===== config.mk =====
export PLATFORM = sky130hd
export DESIGN_NAME = ripple_carry
export DESIGN_NICKNAME = d
export VERILOG_FILES = /design/src/rtl/ripple_carry_pkg.sv /design/src/rtl/ripple_carry_full_adder.sv /design/src/rtl/ripple_carry.sv
export SDC_FILE = /design/constraint.sdc
export NUM_CORES = 1
export LEC_CHECK = 0
export ABC_CLOCK_PERIOD_IN_PS = 2100
export BUFFER_PORTS_ARGS = -buffer_cell sky130_fd_sc_hd__buf_2
export CORE_AREA = 2 2 39 41
export DETAILED_ROUTE_END_ITERATION = 12
export DIE_AREA = 0 0 41 43
export PLACE_DENSITY_LB_ADDON = 0.2
export SYNTH_ARGS = -nofsm -noshare
export SYNTH_HDL_FRONTEND = slang
export SYNTH_SLANG_ARGS = --single-unit

===== constraint.sdc =====
create_clock -name clk -period 2.1 [get_ports clk]
set_input_delay 0.525 -clock clk [delete_from_list [all_inputs] [get_ports clk]]
set_output_delay 0.525 -clock clk [all_outputs]
set_load 0.01 [all_outputs]

===== src/rtl/ripple_carry_pkg.sv =====
`default_nettype none
// ============================================================================
// Module   : ripple_carry_pkg
// Purpose  : Shared constants and types for the ripple_carry adder and its
//            reference models.
// Contents : RC_DEFAULT_WIDTH - default operand width
//            RC_MAX_WIDTH     - widest supported operand
//            rc_result_t      - {cout, sum} result at the default width
// Revision : 1.0 - initial release
// ============================================================================
package ripple_carry_pkg;

  localparam int RC_DEFAULT_WIDTH = 4;
  localparam int RC_MAX_WIDTH     = 64;

  // Carry-out concatenated above the sum, so {cout, sum} == a + b + cin exactly.
  typedef logic [RC_DEFAULT_WIDTH:0] rc_result_t;

endpackage : ripple_carry_pkg
`default_nettype wire


===== src/rtl/ripple_carry_full_adder.sv =====
`default_nettype none
// ============================================================================
// Module   : ripple_carry_full_adder
// Purpose  : One-bit combinational full adder, one stage of the ripple chain.
// Ports    : a, b - operand bits
//            ci   - carry in
//            s    - sum bit
//            co   - carry out
// Revision : 1.0 - initial release
// ============================================================================
module ripple_carry_full_adder
  import ripple_carry_pkg::*;
(
  input  logic a,
  input  logic b,
  input  logic ci,
  output logic s,
  output logic co
);

  logic w_p;

  // Propagate term is shared by the sum and the carry.
  assign w_p = a ^ b;
  assign s   = w_p ^ ci;
  assign co  = (a & b) | (ci & w_p);

endmodule : ripple_carry_full_adder
`default_nettype wire


===== src/rtl/ripple_carry.sv =====
`default_nettype none
// ============================================================================
// Module   : ripple_carry
// Purpose  : WIDTH-bit ripple-carry adder with a registered result, one cycle
//            of latency, synchronous active-high reset.
// Ports    : clk  - rising-edge clock
//            rst  - synchronous reset, active-high
//            a, b - unsigned operands [WIDTH-1:0]
//            cin  - carry into bit 0
//            sum  - registered (a+b+cin) mod 2^WIDTH
//            cout - registered carry out of bit WIDTH-1
//            ovf  - registered signed overflow (only when the macro
//                   RIPPLE_CARRY_OVF_EN is defined)
// Config   : RIPPLE_CARRY_OVF_EN - adds the ovf output
// Revision : 1.0 - initial release
// ============================================================================
module ripple_carry
  import ripple_carry_pkg::*;
#(
  parameter int WIDTH = RC_DEFAULT_WIDTH
) (
  input  logic             clk,
  input  logic             rst,
  input  logic [WIDTH-1:0] a,
  input  logic [WIDTH-1:0] b,
  input  logic             cin,
  output logic [WIDTH-1:0] sum,
  output logic             cout
`ifdef RIPPLE_CARRY_OVF_EN
  ,
  output logic             ovf
`endif
);

  if (WIDTH < 1 || WIDTH > RC_MAX_WIDTH) begin : g_bad_width
    $error("ripple_carry: WIDTH out of range");
  end

  // w_carry[i] is the carry into bit i; w_carry[WIDTH] is the final carry out.
  logic [WIDTH:0]   w_carry;
  logic [WIDTH-1:0] w_sum;

  assign w_carry[0] = cin;

  for (genvar i = 0; i < WIDTH; i++) begin : g_fa
    ripple_carry_full_adder u_fa (
      .a  (a[i]),
      .b  (b[i]),
      .ci (w_carry[i]),
      .s  (w_sum[i]),
      .co (w_carry[i+1])
    );
  end

  logic [WIDTH-1:0] sum_d, sum_q;
  logic             cout_d, cout_q;

  assign sum_d  = w_sum;
  assign cout_d = w_carry[WIDTH];

  always_ff @(posedge clk) begin
    if (rst) begin
      sum_q  <= '0;
      cout_q <= 1'b0;
    end else begin
      sum_q  <= sum_d;
      cout_q <= cout_d;
    end
  end

  assign sum  = sum_q;
  assign cout = cout_q;

`ifdef RIPPLE_CARRY_OVF_EN
  // Signed overflow: carry into the MSB differs from carry out of it.
  // For WIDTH=1 the carry into the MSB is cin itself (w_carry[0]).
  logic ovf_d, ovf_q;

  assign ovf_d = w_carry[WIDTH] ^ w_carry[WIDTH-1];

  always_ff @(posedge clk) begin
    if (rst) begin
      ovf_q <= 1'b0;
    end else begin
      ovf_q <= ovf_d;
    end
  end

  assign ovf = ovf_q;
`endif

endmodule : ripple_carry
`default_nettype wire


======== Word level (Yosys, flattened, before mapping) ========
Cells that the tools add are included.
storage, ports and cells
  flip-flop bits (word level) ............. 5
  output and inout bits ................... 5
  word-level logic and storage cells ...... 22
cells by class
  bitwise logic cells ..................... 20
operators with widths
  kind               number
  1-bit bitwise AND  8
  1-bit bitwise XOR  8
  1-bit bitwise OR   4

======== Depth between registers and ports, before layout ========
Gate-level depths: netlist (run 1).
  depth after elaboration ................. 9
  depth in mapped cells ................... 8

======== By module ========
A second synthesis (run 1) with hierarchy kept.
unflattened totals
  cell total of the unflattened synthesis .. 14
  area total of the unflattened synthesis .. 211.5 µm²
modules (own cells, without submodules)
  module                   times used  cells each  area an instance (µm²)  sequential area each (µm²)
  ripple_carry             1           10          131.4                   100.1
  ripple_carry_full_adder  4           1           20.0                    0.0

======== Worst setup path before layout (run 1) ========
No wires, ideal clock.
  kind .................................... input to register
  start point ............................. in a[0]
  end point ............................... reg sum_q[3], in the netlist sum[3]
  setup time .............................. 0.064 ns
  data arrival time ....................... 2.042 ns
  required time ........................... 2.036 ns
  setup slack ............................. -0.006 ns
  stages .................................. 8
  path through ............................ inv_1 -> fa_1 -> inv_1 -> fa_1 -> fa_1 -> inv_1 -> fa_1 -> nor2_1
on the way
  longest elaborated chain between the ends .. 8
  elaborated cells on any way between the ends .. 9
  classes of those cells .................. bitwise: 9
ends and longest elaborated chain
  what                    RTL line                       source
  start: declaration      ripple_carry.sv:24             input logic [WIDTH-1:0] a,
  1-bit bitwise XOR       ripple_carry_full_adder.sv:24  assign w_p = a ^ b;
  1-bit bitwise AND       ripple_carry_full_adder.sv:26  assign co = (a & b) | (ci & w_p);
  1-bit bitwise OR (*)    ripple_carry_full_adder.sv:26
  1-bit bitwise AND (*)   ripple_carry_full_adder.sv:26
  1-bit bitwise OR (*)    ripple_carry_full_adder.sv:26
  1-bit bitwise AND (*)   ripple_carry_full_adder.sv:26
  1-bit bitwise OR (*)    ripple_carry_full_adder.sv:26
  1-bit bitwise XOR (*)   ripple_carry_full_adder.sv:25  assign s = w_p ^ ci;
  end signal: assignment  ripple_carry.sv:66             sum_q <= sum_d;
  end: declaration        ripple_carry.sv:55             logic [WIDTH-1:0] sum_d, sum_q;
Every way passes the cells marked *; elsewhere a longest branch is shown, timed or not.
A chain may end at the register's enable or synchronous reset.

======== Worst setup path after layout (run 1) ========
Same ends and word-level chain as after synthesis.

==> Flow_metrics.wiki, run 1 <==
{| class="wikitable"
! Metric !! Value
|-
| Setup bufs post-CTS || 0
|-
| Vias in the first global route || 152
|-
| Worst setup path category || input port to register
|-
| F_max || between 0.5 and 0.6 GHz
|-
| Final clock period utilization by the worst path || 0.943
|-
| Relative contribution of combinational cells to total power || 0.186
|-
| Vert. Die Dim || approximately 43 um
|-
| Total non-filler cell area in the finished layout || between 300 and 400 um2
|-
| Critical path launch point type || input port
|-
| Detailed-router iteration count before antenna repair || 1
|-
| Arrival time at the worst endpoint || 2.16 ns
|-
| Mapped Avg Cell Area || approximately 11 um2
|-
| Yosys top cell by area || sky130_fd_sc_hd__dfxtp_1
|-
| Flip-flop and latch count after synthesis || 5
|-
| Number of max-capacitance violations reported || 0
|-
| Commonest non-fill, non-tap cells in the layout || 15 x sky130_fd_sc_hd__buf_2, 7 x sky130_fd_sc_hd__inv_1, 5 x sky130_fd_sc_hd__dfxtp_1
|-
| Critical path, cell by cell || buf_2 > inv_1 > fa_1 > inv_1 > fa_2 > fa_1 > inv_1 > fa_1 > nor2_1
|-
| DRC marker count from the first detailed-route iteration || 0
|-
| P_int || about 0.0002 W
|-
| Number of nets in the layout || 56
|-
| Max incr delay on CP || 0.40 ns
|-
| Global routing usage summed across all routing layers || 0.0535
|-
| Number of buffers added on ports || 15
|-
| Final total power || 0.000265 W
|-
| Root buffer cell || sky130_fd_sc_hd__clkbuf_4
|-
| Leading post-synthesis cells by cell area || sky130_fd_sc_hd__dfxtp_1 43%, sky130_fd_sc_hd__fa_1 35%, sky130_fd_sc_hd__inv_1 11%, sky130_fd_sc_hd__nor2b_1 5.4%, sky130_fd_sc_hd__nor2_1 4.9%
|-
| Final non-filler cell total || 56
|-
| Result of the run || finished clean
|-
| Final total negative setup slack || 0 ns
|-
| Count of hold buffers inserted by post-cts repair || 0
|-
| Leakage power total || 0.196 nW
|-
| Switching power share of the total || 0.235
|-
| Number of filler instances in the final layout || between 150 and 200
|-
| Gpl congestion || 0.548
|-
| Final-report setup violation count || 0
|-
| H-tree lvl count || 1
|-
| Synthesized instance count || 21
|-
| Max transition margin || 0.943
|-
| Pwr dens || roughly 750 mW/mm2
|-
| Number of antenna violations at the first check in global routing || 0
|-
| Core region area || around 0.0014 mm2
|-
| Instance area at placement || roughly 330 um2
|-
| Global-route wire length before repair || between 500 and 600 um
|-
| Most common cell after layout, fill and taps aside || sky130_fd_sc_hd__buf_2
|-
| Die width || 41 um
|-
| Number of buffers added by the clock tree synthesis step || 3
|-
| CTS sink count || 5
|-
| Min Tclk post-route || between 1.5 and 2 ns
|-
| Area grow syn2layout || 53.8%
|-
| Via density per instance || ~3.1
|-
| Initial core utilization || 0.166
|-
| Final worst-path setup slack || 0.119 ns
|-
| Count of unresolved DRC violations after routing || 0
|-
| Post-synthesis instance area || about 230 um2
|-
| Fraction of power consumed by the clock network || 0.406
|-
| Number of library cell types mapped by synthesis || 5
|-
| Wire length per cell after detailed routing || 6.25 um
|-
| Placed cell count || 52
|-
| Pin count of the biggest net entering global routing || 6
|-
| CTS-repair resized insts || 0
|-
| Power spent charging and discharging nets || approximately 0.000062 W
|-
| Number of antenna-violating nets in the routed design || 0
|-
| Worst slack at placement || -0.146 ns
|-
| Share of the synthesized area in the top cell type || 0.435
|-
| Cell row count || 14
|-
| Final-report max-slew violation count || 0
|-
| Fraction of the yosys area taken by sequential cells || 0.435
|-
| Worst-path cell with the longest stage delay || sky130_fd_sc_hd__fa_1
|-
| Worst ir drop on vdd || roughly 0.15 mV
|-
| Final count of hold timing violations || 0
|-
| I/O Pins || 16
|-
| Vias || approximately 170
|-
| HP Class || input port to register
|-
| Antenna Diode Count || 0
|-
| Clock Pin Slew Worst Setup and Hold Paths || 0.04 ns
|-
| Post-detail-place hpwl || around 320 um
|-
| Count of synthesis-stage warnings from yosys || 0
|-
| CTS tree || built
|-
| Overall die area || around 0.0018 mm2
|-
| Maximum fanout encountered on the critical timing path || 1
|-
| Number of buffers between clock root and the deepest sink || 2
|-
| Mapped Nets || 36
|-
| Transition time at the pin with the least slew margin || roughly 0.086 ns
|-
| Sequential Power Share || 0.408
|-
| Layout cells sized above 1 || 0.475
|-
| Critical Path Sink Type || register
|-
| RSZ-0062 raised after global routing || no
|-
| Post-detailed-routing wire length || between 300 and 400 um
|-
| Global route total overflow || 0
|-
| Data required time of the critical path || between 2 and 2.5 ns
|}
-- critical path: cells and delay by family --
kind	cells	cell delay, ns
buf+inv	4	0.28
simple gates	1	0.09
fa+ha+maj	4	1.25
-- routing by layer --
| metal | up-vias | track usage | share of wire |
|---|---|---|---|
| met3 | 0 | 0.0471 | 0.14 |
| met5 | - | 0 | 0 |
| met2 | 10 | 0.0719 | 0.45 |
| met4 | 0 | 0.0600 | 0 |
| met1 | 70 | 0.0392 | 0.41 |
| li1 | 94 | - | - |
-- power groups by stage --
| stage | logic, W | registers (W) | clock network [W] |
|---|---|---|---|
| finish | 0.0000492 | 0.000108 | 0.000108 |
| global route | 0.0000581 | 0.000108 | 0.000125 |
| CTS | 0.0000512 | 0.000108 | 0.000114 |
| detailed placement | 0.0000511 | 0.000110 | 0 |
| global placement | 0.0000514 | 0.000110 | 0 |
| floorplan | 0.0000193 | 0.000116 | 0 |
-- synth_stat cells --
cell type and count:
sky130_fd_sc_hd__nor2b_1 2, sky130_fd_sc_hd__fa_1 4, sky130_fd_sc_hd__nor2_1 3, sky130_fd_sc_hd__inv_1 7, sky130_fd_sc_hd__dfxtp_1 5
-- cells by family (layout without fill, tap and decap cells) --
| kind of cell | count (synthesis) | in the layout | share of synthesized area |
|---|---|---|---|
| adders and majority gates | 4 | 4 | 0.348 |
| DFF | 5 | 5 | 0.435 |
| buffers and inverters | 7 | 26 | 0.114 |
| and+or+nand+nor | 5 | 5 | 0.103 |
-- final timing paths --
check / start / endpoint / slack, ns / cells after the start
max: a[0] / sum[3] / 0.12 / 9
min: rst / cout / 0.50 / 2
-- final cells by class --
cell class | count | area [um2] | share of cell area
clock buffers | 4 | 26.3 | 0.0742
flip-flops and latches | 5 | 100 | 0.283
multi-input cells | 9 | 106 | 0.300
repair buffers | 15 | 75.1 | 0.212
well taps | 16 | 20.0 | 0.0565
inverters | 7 | 26.3 | 0.0742
-- sequential cells by signal, indices dropped and copies added (netlist names) --
name,count
sum,4
cout,1
-- through the flow --
step                hold slack [ns]  utilization
floorplan                     0.592            -
global placement              0.749        0.237
detailed placement            0.752        0.237
CTS                           0.495        0.256
global route                  0.496        0.256
finish                        0.501        0.256
(Power assumes the default switching activity.)
==> inputs of run 2 (changes only) <==
--- a/config.mk
+++ b/config.mk
@@ -8,9 +8,9 @@
 export ABC_CLOCK_PERIOD_IN_PS = 2100
 export BUFFER_PORTS_ARGS = -buffer_cell sky130_fd_sc_hd__buf_2
 export CORE_AREA = 2 2 39 41
+export CTS_CLUSTER_SIZE = 25
 export DETAILED_ROUTE_END_ITERATION = 12
 export DIE_AREA = 0 0 41 43
-export PLACE_DENSITY_LB_ADDON = 0.2
 export SYNTH_ARGS = -nofsm -noshare
 export SYNTH_HDL_FRONTEND = slang
 export SYNTH_SLANG_ARGS = --single-unit
==> run 2 against run 1 <==
Against the previous run: core utilization rose by 0.36 points; count of clock-buffer cells in the layout unchanged; via count increased by 3.4%; sequential power is essentially flat; final cell count did not move; critical path type unchanged.
==> Flow_metrics.wiki, run 2 (synthesis results as in run 1) <==
{| class="wikitable"
! Metric !! Value
|-
| Setup bufs post-CTS || 0
|-
| Global-route wire length before repair || around 500 um
|-
| Max transition margin || 0.950
|-
| Worst setup path category || input port to register
|-
| Fraction of power consumed by the clock network || 0.402
|-
| Min Tclk post-route || 1.97 ns
|-
| Vias || 180
|-
| Count of hold buffers inserted by post-cts repair || 0
|-
| Layout cells sized above 1 || 0.600
|-
| DRC marker count from the first detailed-route iteration || 0
|-
| Worst ir drop on vdd || ~0.13 mV
|-
| Relative contribution of combinational cells to total power || 0.194
|-
| I/O Pins || 16
|-
| Pin count of the biggest net entering global routing || 6
|-
| P_int || ~0.00020 W
|-
| Die width || ~40 um
|-
| Instance area at placement || around 330 um2
|-
| Most common cell after layout, fill and taps aside || sky130_fd_sc_hd__buf_2
|-
| Critical path launch point type || input port
|-
| Number of buffers added by the clock tree synthesis step || 3
|-
| Number of antenna violations at the first check in global routing || 0
|-
| Final-report setup violation count || 0
|-
| Leakage power total || 0.191 nW
|-
| HP Class || input port to register
|-
| Detailed-router iteration count before antenna repair || 1
|-
| Commonest non-fill, non-tap cells in the layout || 15 x sky130_fd_sc_hd__buf_2, 5 x sky130_fd_sc_hd__dfxtp_1, 4 x sky130_fd_sc_hd__inv_1
|-
| Worst slack at placement || -0.139 ns
|-
| Root buffer cell || sky130_fd_sc_hd__clkbuf_4
|-
| CTS-repair resized insts || 0
|-
| Final worst-path setup slack || between 0.1 and 0.15 ns
|-
| Maximum fanout encountered on the critical timing path || 1
|-
| Final clock period utilization by the worst path || 0.939
|-
| Power spent charging and discharging nets || roughly 0.000063 W
|-
| Data required time of the critical path || about 2.3 ns
|-
| Number of antenna-violating nets in the routed design || 0
|-
| Final count of hold timing violations || 0
|-
| Min-Delay Path Depth || 2
|-
| CTS sink count || 5
|-
| Total non-filler cell area in the finished layout || ~360 um2
|-
| Post-detail-place hpwl || approximately 330 um
|-
| Number of buffers between clock root and the deepest sink || 2
|-
| H-tree lvl count || 1
|-
| Gpl congestion || about 0.59
|-
| Worst setup startpoint || a[0]
|-
| Wire length per cell after detailed routing || 6.43 um
|-
| Global routing usage summed across all routing layers || 0.0485
|-
| Post-detailed-routing wire length || between 300 and 400 um
|-
| Number of buffers added on ports || 15
|-
| Number of flip-flops in the largest register || 4
|-
| Post-Route Utilization || 0.259
|-
| Result of the run || finished clean
|-
| Number of nets in the layout || 56
|-
| F_max || 0.507 GHz
|-
| Global route total overflow || 0
|-
| Pwr dens || ~740 mW/mm2
|-
| CTS tree || built
|-
| Critical Path Sink Type || register
|-
| Cell row count || 14
|-
| Switching power share of the total || 0.237
|-
| Arrival time at the worst endpoint || approximately 2.2 ns
|-
| Vias in the first global route || roughly 170
|-
| RSZ-0062 raised after global routing || no
|-
| Final-report max-slew violation count || 0
|-
| Count of unresolved DRC violations after routing || 0
|-
| Via density per instance || approximately 3.2
|-
| Area grow syn2layout || 56.0%
|-
| Overall die area || about 0.0018 mm2
|-
| Antenna Diode Count || 0
|-
| Transition time at the pin with the least slew margin || approximately 0.076 ns
|-
| Capture endpoint of the worst hold path || cout
|-
| Vert. Die Dim || around 43 um
|-
| Initial core utilization || 0.166
|-
| Clock Pin Slew Worst Setup and Hold Paths || approximately 0.040 ns
|-
| Number of max-capacitance violations reported || 0
|-
| Sequential Power Share || 0.404
|-
| Worst Hold Launch || rst
|-
| Core region area || 0.00138 mm2
|}
## run 2: area by class of cell
type	count	area (um2)
Inverter	7	26.3
Sequential cell	5	100
Multi-Input combinational cell	9	111
Timing Repair Buffer	15	75.1
Clock buffer	4	26.3
Tap cell	16	20.0
Fill cell	156	1020
## run 2: power by group through the flow
stage	Combinational, W	Clock [W]	Sequential, W
2_1_floorplan	0.0000193	0	0.000116
3_3_place_gp	0.0000499	0	0.000110
3_5_place_dp	0.0000515	0	0.000110
4_1_cts	0.0000515	0.000114	0.000108
5_1_grt	0.0000611	0.000117	0.000109
6_report	0.0000518	0.000107	0.000108
## run 2: per-layer routing
layer / wire length, um / vias to the layer above / global-route usage / part of all wire
li1: - / 93 / - / -
met1: 109 / 73 / 0.0295 / 0.30
met2: 171 / 12 / 0.0750 / 0.48
met3: 60 / 2 / 0 / 0.17
met4: 19 / 0 / 0.100 / 0.053
met5: 0 / - / 0 / 0
## run 2: per-stage QoR
step                      total power [W]  setup TNS [ns]  cells  hold slack [ns]
after floorplan                  0.000135               0     21            0.592
after global placement           0.000159          -0.119     52            0.740
after detailed placement         0.000161          -0.139     52            0.744
after CTS                        0.000273               0     56            0.488
after global routing             0.000287               0     56            0.512
final                            0.000267               0     56            0.494
## run 2: worst max-delay path by stage
stage,cells past startpoint,end,slack (ns)
6_report,9,sum[3],0.13
5_1_grt,9,sum[3],0.02
4_1_cts,9,sum[3],0.11
3_5_place_dp,9,sum[3],-0.14
3_3_place_gp,9,sum[3],-0.12
2_1_floorplan,8,sum[3],0.04
## run 2: critical path: stages
cell                     delay, ns
sky130_fd_sc_hd__buf_2        0.10
sky130_fd_sc_hd__inv_2        0.05
sky130_fd_sc_hd__fa_2         0.18
sky130_fd_sc_hd__inv_1        0.05
sky130_fd_sc_hd__fa_2         0.33
sky130_fd_sc_hd__fa_2         0.34
sky130_fd_sc_hd__inv_2        0.07
sky130_fd_sc_hd__fa_1         0.41
sky130_fd_sc_hd__nor2_1       0.10
